## config.mk

```make
export PLATFORM = sky130hd
export DESIGN_NAME = reg_file_ctrl
export DESIGN_NICKNAME = d
export VERILOG_FILES = /design/src/rtl/reg_file_ctrl.sv
export SDC_FILE = /design/constraint.sdc
export NUM_CORES = 1
export LEC_CHECK = 0
export ABC_AREA = 1
export CORE_ASPECT_RATIO = 2
export CORE_MARGIN = 2
export CORE_UTILIZATION = 43
export CTS_CLUSTER_DIAMETER = 60
export DETAILED_ROUTE_END_ITERATION = 10
export GPL_ROUTABILITY_DRIVEN = 0
export PLACE_DENSITY = 0.91
export SKIP_LAST_GASP = 1
export SYNTH_ARGS = -nofsm -noshare
export SYNTH_HDL_FRONTEND = slang
export SYNTH_SLANG_ARGS = --single-unit
```

## constraint.sdc

```tcl
create_clock -name clk_i -period 3.08 [get_ports clk_i]
set_clock_uncertainty 0.2 [all_clocks]
set_input_delay 0.616 -clock clk_i [delete_from_list [all_inputs] [get_ports clk_i]]
set_output_delay 0.616 -clock clk_i [all_outputs]
set_load 0.1 [all_outputs]
```

## src/rtl/reg_file_ctrl.sv

```systemverilog
// Sequencer/arbiter for the core register file: zero-fills all registers after
// reset, then shares the write port and srcB select between core writeback and debug.
module reg_file_ctrl #(
  parameter int DATA_WIDTH  = 32,
  parameter int WORDS       = 32,
  parameter int SELECT_SIZE = 5
) (
  input  logic                   clk_i,
  input  logic                   reset_i,
  input  logic                   core_we_ni,
  input  logic [SELECT_SIZE-1:0] core_dst_i,
  input  logic [DATA_WIDTH-1:0]  core_data_i,
  input  logic [SELECT_SIZE-1:0] core_srcB_i,
  output logic                   stall_o,
  output logic                   ready_o,
  input  logic                   dbg_req_i,
  input  logic                   dbg_wr_i,
  input  logic [SELECT_SIZE-1:0] dbg_addr_i,
  input  logic [DATA_WIDTH-1:0]  dbg_wdata_i,
  output logic                   dbg_ack_o,
  output logic [DATA_WIDTH-1:0]  dbg_rdata_o,
  output logic                   rf_we_no,
  output logic [SELECT_SIZE-1:0] rf_dst_o,
  output logic [DATA_WIDTH-1:0]  rf_data_o,
  output logic [SELECT_SIZE-1:0] rf_srcB_o,
  input  logic [DATA_WIDTH-1:0]  rf_srcB_data_i
);

  // Debug handshake: dbg_req_i is a level request; dbg_ack_o rises two cycles
  // after acceptance and stays high until dbg_req_i is seen low, then drops.

  typedef enum logic [2:0] {
    ST_CLEAR,
    ST_IDLE,
    ST_DBG_WR,
    ST_DBG_RD,
    ST_DBG_ACK
  } state_e;

  localparam logic [SELECT_SIZE-1:0] LAST_REG = SELECT_SIZE'(WORDS - 1);

  state_e                 state_q, state_d;
  logic [SELECT_SIZE-1:0] clr_cnt_q, clr_cnt_d;
  logic [SELECT_SIZE-1:0] dbg_addr_q, dbg_addr_d;
  logic [DATA_WIDTH-1:0]  dbg_wdata_q, dbg_wdata_d;
  logic [DATA_WIDTH-1:0]  dbg_rdata_q, dbg_rdata_d;

  always_ff @(posedge clk_i) begin
    if (reset_i) begin
      state_q     <= ST_CLEAR;
      clr_cnt_q   <= '0;
      dbg_addr_q  <= '0;
      dbg_wdata_q <= '0;
      dbg_rdata_q <= '0;
    end else begin
      state_q     <= state_d;
      clr_cnt_q   <= clr_cnt_d;
      dbg_addr_q  <= dbg_addr_d;
      dbg_wdata_q <= dbg_wdata_d;
      dbg_rdata_q <= dbg_rdata_d;
    end
  end

  always_comb begin
    state_d     = state_q;
    clr_cnt_d   = clr_cnt_q;
    dbg_addr_d  = dbg_addr_q;
    dbg_wdata_d = dbg_wdata_q;
    dbg_rdata_d = dbg_rdata_q;
    stall_o     = 1'b1;
    ready_o     = 1'b1;
    dbg_ack_o   = 1'b0;
    rf_we_no    = 1'b1;
    rf_dst_o    = '0;
    rf_data_o   = '0;
    rf_srcB_o   = core_srcB_i;

    case (state_q)
      ST_CLEAR: begin
        ready_o   = 1'b0;
        rf_we_no  = 1'b0;
        rf_dst_o  = clr_cnt_q;
        clr_cnt_d = clr_cnt_q + SELECT_SIZE'(1);
        if (clr_cnt_q == LAST_REG) begin
          clr_cnt_d = '0;
          state_d   = ST_IDLE;
        end
      end
      ST_IDLE: begin
        stall_o   = 1'b0;
        rf_we_no  = core_we_ni | (core_dst_i == '0);
        rf_dst_o  = core_dst_i;
        rf_data_o = core_data_i;
        // A core writeback in the same cycle wins; debug is re-sampled next cycle.
        if (dbg_req_i && core_we_ni) begin
          dbg_addr_d  = dbg_addr_i;
          dbg_wdata_d = dbg_wdata_i;
          state_d     = dbg_wr_i ? ST_DBG_WR : ST_DBG_RD;
        end
      end
      ST_DBG_WR: begin
        rf_we_no  = (dbg_addr_q == '0);
        rf_dst_o  = dbg_addr_q;
        rf_data_o = dbg_wdata_q;
        state_d   = ST_DBG_ACK;
      end
      ST_DBG_RD: begin
        rf_srcB_o   = dbg_addr_q;
        dbg_rdata_d = rf_srcB_data_i;
        state_d     = ST_DBG_ACK;
      end
      ST_DBG_ACK: begin
        dbg_ack_o = 1'b1;
        if (!dbg_req_i) state_d = ST_IDLE;
      end
      default: state_d = ST_CLEAR;
    endcase

    // While reset is held the file keeps receiving x0 <= 0 regardless of state.
    if (reset_i) begin
      stall_o   = 1'b1;
      ready_o   = 1'b0;
      dbg_ack_o = 1'b0;
      rf_we_no  = 1'b0;
      rf_dst_o  = '0;
      rf_data_o = '0;
    end
  end

  assign dbg_rdata_o = dbg_rdata_q;

endmodule

```

==> impl_results.md, run 1 <==
* Static Leakage at 2.52 nW
* Arrival time worst endpoint at 2090 ps
* Mapped Nets at roughly 660
* Status: finished, final reports clean
* YS warnings at 0
* IO Port Bufs at roughly 190
* Largest net degree at the start of global routing at 55
* Worst-margin pin slew at ~720 ps
* Clock sinks at 77
* DIE WIDTH at 69.9 um
* GRT Total Usage at 0.258
* Final Util at 0.734
* Count of final hold-check violations at 0
* VDD IR max at ~360 uV
* Post-CTS setup buffer count at 0
* #FFs+latches synth at 77
* Final Slew Violations at 0
* Layout cell share with drive strength beyond 1 at 0.168
* Die Span Y at between 100 and 150 um
* CTS Buffer Depth at 2
* Worst path required time at between 2000 and 2500 ps
* Vias at 4334
* Ant. Diodes at 0
* Initial Util at 0.437
* Mapped Avg Cell Area at around 6.9 um2
* Total power at 3.16 mW
* Post-synth EDFFs at 0
* Num CTS Buffers at 9
* Final #Nets at ~830
* RSZ-0062 raised after global routing: no
* Drt wl/cell at roughly 15 um
* CP Launch Type: flop
* Slew HR at 0.521
* Post-Synthesis Cell Area at around 0.0037 mm2
* Residual DRC count at 0
* Core Area at 0.00853 mm2
* Via-to-Cell Ratio at 5.32
* CTS tree: done
* Min Tclk post-route at 2900 ps
* Most used DFF post-synth: dfxtp_1
* Final WL at 12500 um
* Ys async rst share at 0
* Vias in the first global route at 4334
* Pwr dens at about 500 mW/mm2
* Max-Cap Viols at 0
* First-pass GRT wire length at 19900 um
* Worst Setup End Kind: output pin
* Fmax at 344 MHz
* Library cells used by synthesis at 28
* Post-synthesis sequential area ratio at 0.413
* Area Overhead vs Synth at 67.7%
* Min-Delay Path Class: flop to flop
* Gr ovfl total at 0
* # rows at between 40 and 50
* Pre-antenna DRT Iters at 5
* Hpwl dp at 9340 um
* H-tree depth at 3
* Setup violators final at 0
* Top Ports at 194
* Crit share post-route at 0.943
* Crit-path max FO at 54
* CTS Root Cell: clkbuf_16
* Final ANT Viol Nets at 0
* Worst skew pair latency at around 330 ps
* Mapped Cells at between 500 and 600
* WS Path Type: flop to output pin
* Die Area at 0.00948 mm2
* Fillcell total at 600
* CTS-repair resized insts at 0
* Hold_buf cts at 0
* Initial antenna violation count at 0
* Clock-pin slew on the worst setup and hold paths at 60 ps
* First DRT Iteration DRCs at 232
synth_stat cells (3+ instances only):
library cell	n	area (um2)
dfxtp_1	77	1540
buf_6	11	124
o211ai_1	4	30.0
nor3_1	3	15.0
a21oi_1	66	330
buf_4	8	60.1
inv_1	17	63.8
nor2_1	95	357
o21ai_1	10	50.1
o21ai_0	31	155
nand3_1	7	35.0
nand4_1	32	200
nand2_1	139	522
nor2_4	3	33.8
clkbuf_1	15	56.3
buf_2	8	40.0
cells in the final DEF, fill, tap and decap left out, drive strengths merged:
cell           synthesis  final
clkinv                 1      4
buf                   27     89
inv                   20     21
nand3                  7      7
dfxtp                 77     77
a21oi                 66     66
clkdlybuf4s50          0    114
nand4                 33     33
nor2                  99     99
o211ai                 4      4
a211oi                 1      1
nor3                   3      3
o21ai                 42     42
ha                     2      2
clkbuf                16     11
xor2                   1      1
nand2                141    141
final timing paths:
kind / cells after the start / slack, ps / to / from
hold / removal: 2 / 270 / dbg_wdata_q[30] / dbg_wdata_q[30]
hold reg to reg: 2 / 270 / dbg_wdata_q[30] / dbg_wdata_q[30]
setup / recovery: 5 / 180 / rf_data_o[29] / state_q[0]
setup reg to reg: 5 / 1170 / dbg_wdata_q[16] / state_q[0]
kinds of logic (layout without fill, tap and decap cells):
family | after synthesis | count (layout) | share of synthesized area
simple gates | 283 | 283 | 0.324
compound gates | 113 | 113 | 0.156
flops | 77 | 77 | 0.413
buf+inv | 64 | 239 | 0.0983
fa+ha+maj | 2 | 2 | 0.00671
xor+xnor | 1 | 1 | 0.00235
layer usage:
layer / up-vias / wire length, um / GRT usage
met5: - / 0 / 0
met1: 1964 / 4470 / 0.280
met2: 223 / 6760 / 0.467
li1: 2107 / - / -
met3: 40 / 787 / 0.0506
met4: 0 / 462 / 0.132
power breakdown:
group,leakage (nW),total [mW],switching (mW),internal [mW]
logic,1.76,1.12,0.702,0.420
registers,0.621,1.08,0.0442,1.04
clock network,0.136,0.953,0.392,0.561
total,2.52,3.16,1.14,2.02
state kept, by name (all words and copies together), names as in the netlist:
name,count
dbg_rdata_o,32
dbg_addr_q,5
state_q,3
clr_cnt_q,5
dbg_wdata_q,32
layout make-up:
| class | count | area [um2] | share of cell area |
|---|---|---|---|
| Multi-Input combinational cell | 399 | 1850 | 0.295 |
| Inverter | 21 | 81.3 | 0.0130 |
| Tap cell | 100 | 125 | 0.0200 |
| Clock inverter | 4 | 23.8 | 0.00380 |
| Timing Repair Buffer | 203 | 2390 | 0.383 |
| Sequential cell | 77 | 1540 | 0.246 |
| Clock buffer | 11 | 243 | 0.0388 |
worst max-delay path, cell delays in order (launching register included):
cell and delay [ps]:
dfxtp_1 590, nand2_4 110, inv_4 400, nand2_1 110, a21oi_1 300, buf_12 220
stage by stage:
| step | hold slack [ps] | std cells | setup slack [ps] | setup TNS, ps | area [um2] |
|---|---|---|---|---|---|
| after floorplan | 244 | 540 | -163 | -5330 | 3750 |
| after global placement | 252 | 800 | 349 | 0 | 5990 |
| after detailed placement | 255 | 800 | 340 | 0 | 5990 |
| after CTS | 265 | 815 | 159 | 0 | 6260 |
| after global routing | 284 | 815 | 14.3 | 0 | 6260 |
| final | 266 | 815 | 177 | 0 | 6260 |
No activity file was read; power rests on OpenSTA's default activity.
==> run 2: changes to the inputs <==
--- a/config.mk
+++ b/config.mk
@@ -13,6 +13,7 @@
 export DETAILED_ROUTE_END_ITERATION = 10
 export GPL_ROUTABILITY_DRIVEN = 0
 export PLACE_DENSITY = 0.91
+export RECOVER_POWER = 100
 export SKIP_LAST_GASP = 1
 export SYNTH_ARGS = -nofsm -noshare
 export SYNTH_HDL_FRONTEND = slang
==> impl_results.md, run 2 (same netlist as run 1, synthesis figures left out) <==
* Post-CTS setup buffer count at 0 (unchanged)
* Die Area at 0.00948 mm2 (unchanged)
* Setup violators final at 0 (unchanged)
* Final #Nets at 829 (unchanged)
* Crit-path max FO at 32 (was 54)
* Setup WS post-layout at 116 ps (was 177 ps)
* Final ANT Viol Nets at 0 (unchanged)
* Via-to-Cell Ratio at 5.35 (was 5.32)
* Vias in the first global route at 4334 (unchanged)
* R2R Setup Slk at 1060 ps (was 1170 ps)
* CTS tree: done (unchanged)
* RSZ-0062 raised after global routing: no (unchanged)
* Clock-pin slew on the worst setup and hold paths at 60 ps (about the same)
* CTS Root Cell: clkbuf_16 (unchanged)
* R2r worst-path depth at 4 (was 5)
* Worst skew pair latency at 330 ps (about the same)
* Pwr dens at 537 mW/mm2 (was 505 mW/mm2)
* Final WL at 12500 um (about the same)
* Min-Delay Path Class: flop to flop (unchanged)
* Hpwl dp at 9340 um (unchanged)
* Post-route cell area at 0.00563 mm2 (was 0.00626 mm2)
* DP Worst Slack at 340 ps (unchanged)
* DIE WIDTH at 69.9 um (unchanged)
* VDD IR max at 362 uV (about the same)
* Residual DRC count at 0 (unchanged)
* Total power at 3.02 mW (was 3.16 mW)
* CP Launch Type: flop (unchanged)
* Static Leakage at 2.27 nW (was 2.52 nW)
* Layout cell share with drive strength beyond 1 at 0.109 (was 0.168)
* First-pass GRT wire length at 19900 um (unchanged)
* Hold Path Stages at 2 (unchanged)
* Die Span Y at 136 um (unchanged)
* Gr ovfl total at 0 (unchanged)
* Worst-margin pin slew at 1200 ps (was 718 ps)
* Most common cell after layout, fill and taps aside: nand2_1 (unchanged)
* H-tree depth at 3 (unchanged)
* WS Path Type: flop to output pin (unchanged)
* Count of final hold-check violations at 0 (unchanged)
* Status: finished, final reports clean (unchanged)
* Ant. Diodes at 0 (unchanged)
* Vias at 4359 (was 4334)
* Top Ports at 194 (unchanged)
* Worst Setup End Kind: output pin (unchanged)
* Largest net degree at the start of global routing at 55 (unchanged)
* Arrival time worst endpoint at 2150 ps (was 2090 ps)
* # rows at 48 (unchanged)
* Fmax at 337 MHz (was 344 MHz)
* Crit share post-route at 0.962 (was 0.943)
* Initial Util at 0.437 (unchanged)
* Post-DP Area at 0.00599 mm2 (unchanged)
* Initial antenna violation count at 0 (unchanged)
* Final TNS setup at 0 ps (unchanged)
* Num CTS Buffers at 9 (unchanged)
* Drt wl/cell at 15.3 um (about the same)
* Worst path required time at 2260 ps (about the same)
* Hold_buf cts at 0 (unchanged)
* Pre-antenna DRT Iters at 5 (unchanged)
* Slew HR at 0.201 (was 0.521)
* Most frequent cells in the layout: nand2_1, clkdlybuf4s50_1, nor2_1, dfxtp_1, a21oi_1 (unchanged)
* CTS Buffer Depth at 2 (unchanged)
* Min Tclk post-route at 2960 ps (was 2900 ps)
* Clock sinks at 77 (unchanged)
* GRT Total Usage at 0.258 (unchanged)
* IO Port Bufs at 193 (unchanged)
* Area Overhead vs Synth at 50.9% (was 67.7%)
* Final Slew Violations at 0 (unchanged)
* Max-Cap Viols at 0 (unchanged)
* CTS-repair resized insts at 0 (unchanged)
* Core Area at 0.00853 mm2 (unchanged)
* Final Util at 0.660 (was 0.734)
* First DRT Iteration DRCs at 265 (was 232)
run 2: cell types whose count changed in the layout (fill, tap and decap cells not counted), sizes merged:
cell and delta:
dlymetal6s2s +1, dlygate4sd3 +1, clkdlybuf4s50 -1, buf -70, clkbuf +69
run 2: path summary, 6_finish.rpt:
| check | from | end |
|---|---|---|
| min | dbg_wdata_q[17] | dbg_wdata_q[17] |
| max | state_q[1] | rf_data_o[29] |
| min reg2reg | dbg_wdata_q[17] | dbg_wdata_q[17] |
| max reg2reg | state_q[0] | dbg_wdata_q[4] |
run 2: per-stage QoR:
step                hold WS, ps  instances
CTS                         265        815
detailed placement          255        800
floorplan                   244        540
global route                284        815
finish                      268        815
global placement            252        800
run 2: report_power, final:
group	switching, mW	internal [mW]
combinational	0.677	0.311
sequential	0.0423	1.04
clock	0.393	0.561
total	1.11	1.91
run 2: layer usage:
layer / vias to the layer above / routed length (um) / track usage
met1: 1990 / 4510 / 0.280
met3: 38 / 809 / 0.0506
met2: 226 / 6750 / 0.467
li1: 2105 / - / -
met4: 0 / 437 / 0.132
met5: - / 0 / 0
run 2: worst max-delay path: stages, from the launching register on:
cell,delay [ps]
dfxtp_1,490
nand2_2,130
nor2_4,120
clkbuf_4,380
nand2_1,110
a21oi_1,210
clkbuf_4,360
run 2: area by class of cell:
cell class / instances / area [um2]
Clock buffer: 11 / 243
Multi-Input combinational cell: 399 / 1800
Sequential cell: 77 / 1540
Tap cell: 100 / 125
Clock inverter: 4 / 23.8
Fill cell: 725 / 2900
Inverter: 21 / 81.3
Timing Repair Buffer: 203 / 1820
==> run 3: changes to the inputs <==
--- a/config.mk
+++ b/config.mk
@@ -6,8 +6,9 @@
 export NUM_CORES = 1
 export LEC_CHECK = 0
 export ABC_AREA = 1
+export ABC_CLOCK_PERIOD_IN_PS = 3080
 export CORE_ASPECT_RATIO = 2
-export CORE_MARGIN = 2
+export CORE_MARGIN = 5
 export CORE_UTILIZATION = 43
 export CTS_CLUSTER_DIAMETER = 60
 export DETAILED_ROUTE_END_ITERATION = 10
==> impl_results.md, run 3 (same netlist as run 1, synthesis figures left out) <==
* Fmax at 339 MHz (was 337 MHz)
* Most frequent cells in the layout: nand2_1, clkdlybuf4s50_1, nor2_1, dfxtp_1, a21oi_1 (unchanged)
* Die Span Y at 142 um (was 136 um)
* Gr ovfl total at 0 (unchanged)
* Top Ports at 194 (unchanged)
* Pwr dens at 565 mW/mm2 (was 537 mW/mm2)
* VDD IR max at 396 uV (was 362 uV)
* Final Slew Violations at 35 (was 0)
* Initial Util at 0.434 (was 0.437)
* CTS Buffer Depth at 2 (unchanged)
* WS Path Type: flop to output pin (unchanged)
* First-pass GRT wire length at 20700 um (was 19900 um)
* H-tree depth at 3 (unchanged)
* First DRT Iteration DRCs at 230 (was 265)
* Num CTS Buffers at 9 (unchanged)
* Final #Nets at 828 (was 829)
* Clock-pin slew on the worst setup and hold paths at 60 ps (about the same)
* Vias in the first global route at 4479 (was 4334)
* Area Overhead vs Synth at 50.3% (was 50.9%)
* Hpwl dp at 9920 um (was 9340 um)
* Most common cell after layout, fill and taps aside: nand2_1 (unchanged)
* Worst skew pair latency at 330 ps (about the same)
* Non-Filler Instances at 815 (unchanged)
* CTS-repair resized insts at 0 (unchanged)
* Failing checks: max-capacitance violations, max-slew violations
* Drt wl/cell at 16.2 um (was 15.3 um)
* CTS Root Cell: clkbuf_16 (unchanged)
* Clock sinks at 77 (unchanged)
* Hold Slack at 266 ps (was 268 ps)
* Pre-antenna DRT Iters at 4 (was 5)
* Ant. Diodes at 0 (unchanged)
* Status: finished with violations (was finished, final reports clean)
* GRT Total Usage at 0.247 (was 0.258)
* Initial antenna violation count at 0 (unchanged)
* Fillcell total at 740 (was 725)
* Max-Cap Viols at 1 (was 0)
* # rows at 48 (unchanged)
* Die Area at 0.0108 mm2 (was 0.00948 mm2)
* Static Leakage at 2.23 nW (was 2.27 nW)
* Largest net degree at the start of global routing at 64 (was 55)
* Inst Count DP at 799 (was 800)
* Arrival time worst endpoint at 2130 ps (was 2150 ps)
* CTS tree: done (unchanged)
* Final WL at 13200 um (was 12500 um)
* Min Tclk post-route at 2950 ps (was 2960 ps)
* Residual DRC count at 0 (unchanged)
* Crit-path max FO at 32 (unchanged)
* CP Launch Type: flop (unchanged)
* Worst path required time at 2260 ps (about the same)
* Final ANT Viol Nets at 0 (unchanged)
* Min-Delay Path Class: flop to flop (unchanged)
* Hold_buf cts at 0 (unchanged)
* Post-CTS setup buffer count at 0 (unchanged)
* Vias at 4353 (was 4359)
* Setup violators final at 0 (unchanged)
* Count of final hold-check violations at 0 (unchanged)
* DIE WIDTH at 75.9 um (was 69.9 um)
* IO Port Bufs at 193 (unchanged)
* Crit share post-route at 0.957 (was 0.962)
* Layout cell share with drive strength beyond 1 at 0.113 (was 0.109)
* Slew HR at -0.0219 (was 0.201)
* Worst-margin pin slew at 1530 ps (was 1200 ps)
* Worst Setup End Kind: output pin (unchanged)
* Core Area at 0.00859 mm2 (was 0.00853 mm2)
* Via-to-Cell Ratio at 5.34 (was 5.35)
## run 3: cell types whose count changed in the layout (fill, tap and decap cells not counted), moves of 3 or more
cell,previous run,this run
clkbuf_4,33,37
o21ai_1,10,4
o21ai_2,0,4
clkinvlp_4,0,3
buf_12,10,5
## run 3: area by class of cell
type | instances | area (um2) | area share
clock buffer | 10 | 229 | 0.0408
multi-input combinational | 399 | 1810 | 0.323
tap | 100 | 125 | 0.0223
timing repair buffer | 202 | 1730 | 0.308
clock inverter | 6 | 87.6 | 0.0156
inverter | 21 | 83.8 | 0.0149
sequential | 77 | 1540 | 0.275
## run 3: worst max-delay path, cell delays in order, from the launching register on
cell	delay, ps
dfxtp_1	480
nand2_2	130
nor2_4	120
clkbuf_4	380
nand2_1	130
a21oi_1	180
clkbuf_4	350
## run 3: power by group
group          internal, mW  switching [mW]
sequential             1.04          0.0440
clock                 0.708           0.408
combinational         0.295           0.678
## run 3: per-layer routing
metal  track usage  part of all wire
met5             0                 0
met4         0.128             0.046
met3        0.0652             0.094
met2         0.432              0.52
met1         0.258              0.34
## run 3: through the flow
| stage | setup TNS [ps] | setup slack, ps | power, mW | area [um2] | util |
|---|---|---|---|---|---|
| 2_1_floorplan | -5330 | -163 | 1.80 | 3750 | - |
| 3_3_place_gp | 0 | 349 | 2.19 | 5980 | 0.697 |
| 3_5_place_dp | 0 | 336 | 2.22 | 5980 | 0.697 |
| 4_1_cts | 0 | 93.7 | 3.34 | 6300 | 0.733 |
| 5_1_grt | -0.774 | -0.774 | 3.30 | 5610 | 0.653 |
| 6_report | 0 | 134 | 3.17 | 5610 | 0.653 |
## run 3: final timing paths
check | startpoint | to | slack, ps | cells after the start
setup / recovery | state_q[1] | rf_data_o[27] | 130 | 6
hold / removal | dbg_wdata_q[9] | dbg_wdata_q[9] | 270 | 2
setup reg to reg | state_q[0] | dbg_rdata_o[6] | 710 | 5
hold reg to reg | dbg_wdata_q[9] | dbg_wdata_q[9] | 270 | 2
